<file path="config.mk">
export PLATFORM = sky130hd
export DESIGN_NAME = sipo_deser_32bit_flat
export DESIGN_NICKNAME = d
export VERILOG_FILES = /design/src/rtl/sipo_deser_32bit_if.sv /design/src/rtl/sipo_deser_32bit.sv /design/src/flat_wrapper.sv
export SDC_FILE = /design/constraint.sdc
export NUM_CORES = 1
export LEC_CHECK = 0
export ABC_CLOCK_PERIOD_IN_PS = 2200
export BUFFER_PORTS_ARGS = -buffer_cell sky130_fd_sc_hd__buf_2
export CAP_MARGIN = 20
export CORE_UTILIZATION = 30
export CTS_CLUSTER_DIAMETER = 200
export DETAILED_ROUTE_END_ITERATION = 16
export PLACE_DENSITY = 0.43
export SLEW_MARGIN = 20
export SYNTH_ARGS = -nofsm -noshare
export SYNTH_HDL_FRONTEND = slang
export SYNTH_SLANG_ARGS = --single-unit
</file>
<file path="constraint.sdc">
create_clock -name clk -period 2.2 [get_ports clk]
set_input_delay 0.11 -clock clk [delete_from_list [all_inputs] [get_ports clk]]
set_output_delay 0.11 -clock clk [all_outputs]
set_load 0.01 [all_outputs]
</file>
<file path="src/rtl/sipo_deser_32bit_if.sv">
// Handshake bundle for the serial-in/parallel-out deserializer.
// The deserializer itself uses the slave modport; the bit source and word sink use master.
interface sipo_deser_32bit_if #(
   parameter int WIDTH = 32
);
   logic             sin;
   logic             sin_valid;
   logic             sin_ready;
   logic [WIDTH-1:0] word;
   logic             word_valid;
   logic             word_ready;
   logic [5:0]       bit_count;

   modport master (
      output sin, sin_valid, word_ready,
      input  sin_ready, word, word_valid, bit_count
   );

   modport slave (
      input  sin, sin_valid, word_ready,
      output sin_ready, word, word_valid, bit_count
   );
endinterface

</file>
<file path="src/rtl/sipo_deser_32bit.sv">
// Double-buffered serial-to-parallel deserializer: bits pack into sh while the
// previous word is held on the output register until the downstream takes it.
module sipo_deser_32bit #(
   parameter int WIDTH     = 32,
   parameter bit MSB_FIRST = 1'b1
) (
   input logic                clk,
   input logic                rst,
   sipo_deser_32bit_if.slave  bus
);
   localparam logic [0:0] S_FILL  = 1'b0;
   localparam logic [0:0] S_STALL = 1'b1;
   localparam logic [5:0] CNT_LAST = 6'(WIDTH - 1);
   localparam logic [5:0] CNT_FULL = 6'(WIDTH);

   logic [WIDTH-1:0] sh_reg, sh_next;
   logic [WIDTH-1:0] word_reg, word_next;
   logic [WIDTH-1:0] sh_shifted;
   logic [5:0]       cnt_reg, cnt_next;
   logic             word_valid_reg, word_valid_next;
   logic [0:0]       state_reg, state_next;

   // Shift register with the incoming bit inserted at the end selected by MSB_FIRST.
   genvar gi;
   generate
      for (gi = 0; gi < WIDTH; gi++) begin : g_shift
         if (MSB_FIRST) begin : g_msb
            if (gi == 0) begin : g_in
               assign sh_shifted[gi] = bus.sin;
            end else begin : g_mv
               assign sh_shifted[gi] = sh_reg[gi-1];
            end
         end else begin : g_lsb
            if (gi == WIDTH - 1) begin : g_in
               assign sh_shifted[gi] = bus.sin;
            end else begin : g_mv
               assign sh_shifted[gi] = sh_reg[gi+1];
            end
         end
      end
   endgenerate

   always_comb begin
      sh_next         = sh_reg;
      word_next       = word_reg;
      cnt_next        = cnt_reg;
      word_valid_next = word_valid_reg;
      state_next      = state_reg;
      case (state_reg)
         S_FILL: begin
            if (word_valid_reg && bus.word_ready) begin
               word_valid_next = 1'b0;
            end
            if (bus.sin_valid) begin
               sh_next  = sh_shifted;
               cnt_next = cnt_reg + 6'd1;
               if (cnt_reg == CNT_LAST) begin
                  if (!word_valid_reg || bus.word_ready) begin
                     word_next       = sh_shifted;
                     word_valid_next = 1'b1;
                     cnt_next        = 6'd0;
                  end else begin
                     // Output slot busy: park the finished word in sh and stop accepting.
                     cnt_next   = CNT_FULL;
                     state_next = S_STALL;
                  end
               end
            end
         end
         default: begin
            if (bus.word_ready) begin
               word_next  = sh_reg;
               cnt_next   = 6'd0;
               state_next = S_FILL;
            end
         end
      endcase
   end

   always_ff @(posedge clk) begin
      if (rst) begin
         sh_reg         <= '0;
         word_reg       <= '0;
         cnt_reg        <= 6'd0;
         word_valid_reg <= 1'b0;
         state_reg      <= S_FILL;
      end else begin
         sh_reg         <= sh_next;
         word_reg       <= word_next;
         cnt_reg        <= cnt_next;
         word_valid_reg <= word_valid_next;
         state_reg      <= state_next;
      end
   end

   assign bus.sin_ready  = (state_reg == S_FILL);
   assign bus.word       = word_reg;
   assign bus.word_valid = word_valid_reg;
   assign bus.bit_count  = cnt_reg;
endmodule

</file>
<file path="src/flat_wrapper.sv">
// flat-port wrapper written by rule: the top's interface ports become plain ports
module sipo_deser_32bit_flat 
#(
   parameter int WIDTH     = 32,
   parameter bit MSB_FIRST = 1'b1
)
  (clk, rst, bus_sin, bus_sin_valid, bus_word_ready, bus_sin_ready, bus_word, bus_word_valid, bus_bit_count);
  sipo_deser_32bit_if #(.WIDTH(WIDTH)) bus_i ();
  input logic clk;
  input logic rst;
  input wire logic [$bits(bus_i.sin)-1:0] bus_sin;
  input wire logic [$bits(bus_i.sin_valid)-1:0] bus_sin_valid;
  input wire logic [$bits(bus_i.word_ready)-1:0] bus_word_ready;
  output wire logic [$bits(bus_i.sin_ready)-1:0] bus_sin_ready;
  output wire logic [$bits(bus_i.word)-1:0] bus_word;
  output wire logic [$bits(bus_i.word_valid)-1:0] bus_word_valid;
  output wire logic [$bits(bus_i.bit_count)-1:0] bus_bit_count;
  assign bus_i.sin = bus_sin;
  assign bus_i.sin_valid = bus_sin_valid;
  assign bus_i.word_ready = bus_word_ready;
  assign bus_sin_ready = bus_i.sin_ready;
  assign bus_word = bus_i.word;
  assign bus_word_valid = bus_i.word_valid;
  assign bus_bit_count = bus_i.bit_count;
  sipo_deser_32bit #(.WIDTH(WIDTH), .MSB_FIRST(MSB_FIRST)) u_core (.clk(clk), .rst(rst), .bus(bus_i));
endmodule
</file>
## Word level (Yosys, flattened, before mapping)

Cells that the tools add are included.

- Bits in registers: 72
- Input port bits: 5
- Output and inout port bits: 40
- Logic and storage cells: 37

- Add/sub/neg operators: 1
- Equal/unequal tests: 2
- Muxes and demuxes: 19
- Bitwise operators: 1
- Reduce and logical (&&, ||, !) cells: 9

Operators by type and width:

| operator | count |
|---|---|
| two-way mux 32 bit | 5 |
| two-way mux 6 bit | 5 |
| two-way mux 1 bit | 9 |
| adder 6 x 1 -> 6 bit, second input constant | 1 |
| equality test 6 x 5 -> 1 bit, second input constant | 1 |
| nonzero test 2 bit | 3 |
| AND reduction 2 bit | 2 |
| AND reduction 4 bit | 1 |
| != test 2 bit, second input constant | 1 |
| logical AND 1 bit | 1 |
| logical NOT 1 bit | 1 |
| logical OR 1 bit | 1 |
| NOT 1 bit | 1 |

## Longest topological paths before layout

- Depth in word-level cells: 6
- Gate-level depth with buffers: 7
- Mapped depth without buffers: 4

## Worst setup path before layout

Ideal clock, no wire load.

- Path type: reg2reg
- Start: reg u_core.cnt_reg[1], in the netlist u_core.bus.bit_count[1]
- End: reg u_core.word_reg[10], in the netlist u_core.bus.word[10]
- Arrival: 1636 ps
- Required time: 2107 ps
- Slack: 471 ps
- Stages on the path, launching flop included: 8
- Period minus slack after synthesis: 1729 ps
- Path through: dfxtp_1 -> ha_1 -> buf_2 -> nand4b_4 -> or2_1 -> buf_6 -> buf_6 -> o311ai_2

- Cells in the longest elaborated chain, start to end: 3

Ends and longest elaborated chain:

| what | line | text |
|---|---|---|
| start: declaration | sipo_deser_32bit.sv:19 | `logic [5:0] cnt_reg, cnt_next;` |
| start signal: assignment | sipo_deser_32bit.sv:90 | `cnt_reg <= cnt_next;` |
| equality test 6 x 5 -> 1 bit | sipo_deser_32bit.sv:57 | `if (cnt_reg == CNT_LAST) begin` |
| nonzero test 2 bit (no line) | - |  |
| AND reduction 4 bit (no line) | - |  |
| end signal: assignment | sipo_deser_32bit.sv:89 | `word_reg <= word_next;` |
| end: declaration | sipo_deser_32bit.sv:17 | `logic [WIDTH-1:0] word_reg, word_next;` |

Every way passes these cells.
A chain may end at the register's enable or synchronous reset.

## Worst setup path after layout

- Start: reg u_core.cnt_reg[1], in the netlist u_core.bus.bit_count[1]
- End: reg u_core.word_reg[23], in the netlist u_core.bus.word[23]

Same word-level chain as after synthesis.

==> summary.md <==
| Metric | Value |
|---|---|
| Outcome | `completed` |
| CTS resizes | `0` |
| Layout cells sized above 1 | `23.1%` |
| Crit path max fanout | `17` |
| Post-DP HPWL | `7070 microns` |
| Least-Margin Pin Slew | `0.553 ns` |
| Post-Syn Nets | `467` |
| Initial antenna violation count | `0` |
| Area growth syn-to-layout | `14.8%` |
| Worst R2R Path Depth | `5` |
| Multi-input gate area | `0.00242 sq mm` |
| Worst Hold End | `u_core.sh_reg[0]$_SDFFE_PP0P_` |
| DIE WIDTH | `119 microns` |
| Min Tclk post-route | `1.84 ns` |
| Fmax | `0.543 GHz` |
| I/O Buffers | `44` |
| Number of synthesized flops with an enable pin | `0` |
| Final Instance Count excl. Fillers | `660` |
| Die area | `0.0142 sq mm` |
| Row count | `42` |
| Number of inserted diodes | `0` |
| Post-DR vias/cell | `5.37` |
| DRT Pass-1 Iters | `4` |
| Post-synthesis sequential area ratio | `34.9%` |
| R2r startpoint | `u_core.bus.bit_count[1]$_SDFFE_PP0P_` |
| WP data required | `2.45 ns` |
| Pwr Total | `2.85 mW` |
| Clock buffer depth | `2` |
| Top cells by count, synth | `72 x dfxtp_1, 71 x nand2_1, 35 x a21oi_1, 35 x o211ai_1` |
| Maximum VDD drop | `374 uV` |
| Hold path cells | `3` |
| Final Max Slew Viols | `0` |
| Routed wire per std cell | `18.1 microns` |
| I/O pin cnt | `45` |
| DRC Markers | `0` |
| Setup Skew | `0.00501 ns` |
| Power Density | `600 mW/mm^2` |
| Fin util | `35.5%` |
| FFs w/ async S/R, synth | `0%` |
| CTS tree | `done` |
| Hold_ws | `0.0480 ns` |
| Placed cell areas | `0.00448 sq mm` |
| Vias in the first global route | `3,591` |
| Pre-CTS setup slack | `0.355 ns` |
| Avg Cell Area, Syn | `8.96 sq um` |
| Antenna viol nets, final | `0` |
| Critical path type | `flop to flop` |
| Fill cell count | `1,409` |
| H-Tree Depth | `3` |
| Top-count cell post-synth | `dfxtp_1` |
| Crit path DAT | `2.09 ns` |
| Nets | `486` |
| Critical hold path startpoint | `bus_sin` |
| # clock sinks | `72` |
| Worst skew pair latency | `0.34 ns` |
| Yosys reg bits | `72` |
| Pin count of the biggest net entering global routing | `42` |
| Grt ovf | `0` |
| Fin area | `0.00474 sq mm` |
| Top cells by area, synth | `dfxtp_1 35%, o311ai_2 11%, mux2i_1 8.2%` |
| CP startpoint kind | `flop` |
| Fin crit share | `83.7%` |
| Via Count | `3,543` |
| Worst reg2reg endpoint | `u_core.bus.word[23]$_SDFFE_PP0P_` |
| Worst min path class | `input pin to flop` |
| Slew Limit Headroom | `63.1%` |
| Synth Instances | `461` |
| Setup_tns | `0 ns` |
| Die Ht | `119 microns` |
| Crit. End Element | `flop` |
| First-pass GRT wire length | `19,600 microns` |
| Initial core utilization | `31.0%` |
| # hold bufs at CTS | `0` |
| Distinct cells, synth | `32` |
| Total wire length | `12,000 microns` |
| Core Box Area | `0.0133 sq mm` |
| Final worst slack | `0.359 ns` |
| Max-cap violation count | `0` |
| Root buffer cell | `clkbuf_16` |
| Placer Congestion | `0.723` |
| Top FF cell, synth | `dfxtp_1` |
| Post-synth top area share | `34.9%` |
| Postcts setup bufs | `0` |
| Clk pin slew, worst setup/hold paths | `0.06 ns` |
| Syn. warnings | `0` |
| Gr usage total | `17.8%` |
| # setup viols final | `0` |
| Drt initial violations | `254` |
| Post-synth top area cell | `dfxtp_1` |
| Cts bufs inserted | `9` |
| RSZ-0062 raised after global routing | `no` |
| Post-Syn Area | `0.00413 sq mm` |
| Storage element area | `0.00144 sq mm` |
| Final hold vios | `0` |
| Leakage Power | `1.49 nW` |
| Post-Place Cells | `645` |
| Reg2Reg Setup Slack | `0.36 ns` |
power by group:
part	leakage (nW)	switching, mW	internal (mW)
registers	0.581	0.00761	1.31
clock network	0.130	0.554	0.821
logic	0.775	0.114	0.0401
critical path: stages (launching register included):
cell      delay, ns
dfxtp_1        0.43
ha_1           0.26
nand4b_4       0.11
or2_2          0.45
buf_12         0.23
o311ai_2       0.26
worst max-delay path by stage:
stage	startpoint	end	slack, ns	depth (start not counted)
floorplan	u_core.bus.bit_count[1]$_SDFFE_PP0P_	u_core.bus.word[10]$_SDFFE_PP0P_	0.47	7
global placement	u_core.bus.bit_count[1]$_SDFFE_PP0P_	u_core.bus.word[29]$_SDFFE_PP0P_	0.41	5
detailed placement	u_core.bus.bit_count[1]$_SDFFE_PP0P_	u_core.bus.word[29]$_SDFFE_PP0P_	0.36	5
CTS	u_core.bus.bit_count[1]$_SDFFE_PP0P_	u_core.bus.word[29]$_SDFFE_PP0P_	0.34	5
global route	u_core.bus.bit_count[1]$_SDFFE_PP0P_	u_core.bus.word[13]$_SDFFE_PP0P_	0.25	5
finish	u_core.bus.bit_count[1]$_SDFFE_PP0P_	u_core.bus.word[23]$_SDFFE_PP0P_	0.36	5
placed cells by master (no fill, tap or decap), types with 2 or more instances in the layout:
master / netlist / layout
a311oi_1: 2 / 2
clkbuf_16: 0 / 9
o211ai_1: 35 / 35
nand2_1: 71 / 71
nand3b_1: 33 / 33
a21o_1: 33 / 33
o311ai_2: 29 / 29
clkbuf_8: 0 / 2
inv_1: 3 / 3
a41oi_1: 2 / 2
clkbuf_1: 31 / 4
buf_2: 19 / 44
mux2i_1: 34 / 34
nand3_1: 34 / 34
nor3b_1: 2 / 2
buf_4: 0 / 19
a21oi_1: 35 / 35
nand2b_1: 4 / 3
dfxtp_1: 72 / 71
o311ai_1: 3 / 3
logic make-up after synthesis:
family | Yosys count | share of synthesized area, %
AOI/OAI and AO/OA | 144 | 30.4
muxes | 35 | 8.51
buffers and inverters | 59 | 6.66
adders and majority gates | 1 | 0.303
DFF | 72 | 34.9
and+or+nand+nor | 150 | 19.2
metal layers:
layer | track usage, % | vias to the layer above | wire length, microns
li1 | - | 1744 | -
met1 | 23.0 | 1712 | 5660
met2 | 28.9 | 70 | 5730
met3 | 4.69 | 17 | 450
met4 | 5.08 | 0 | 137
met5 | 0 | - | 0
layout make-up:
| type | instances | area share (%) |
|---|---|---|
| multi-input cells | 330 | 51.0 |
| flip-flops and latches | 72 | 30.4 |
| repair buffers | 64 | 8.07 |
| clock buffers | 15 | 5.64 |
| well taps | 176 | 4.64 |
| inverters | 3 | 0.237 |
(Power assumes the default switching activity.)
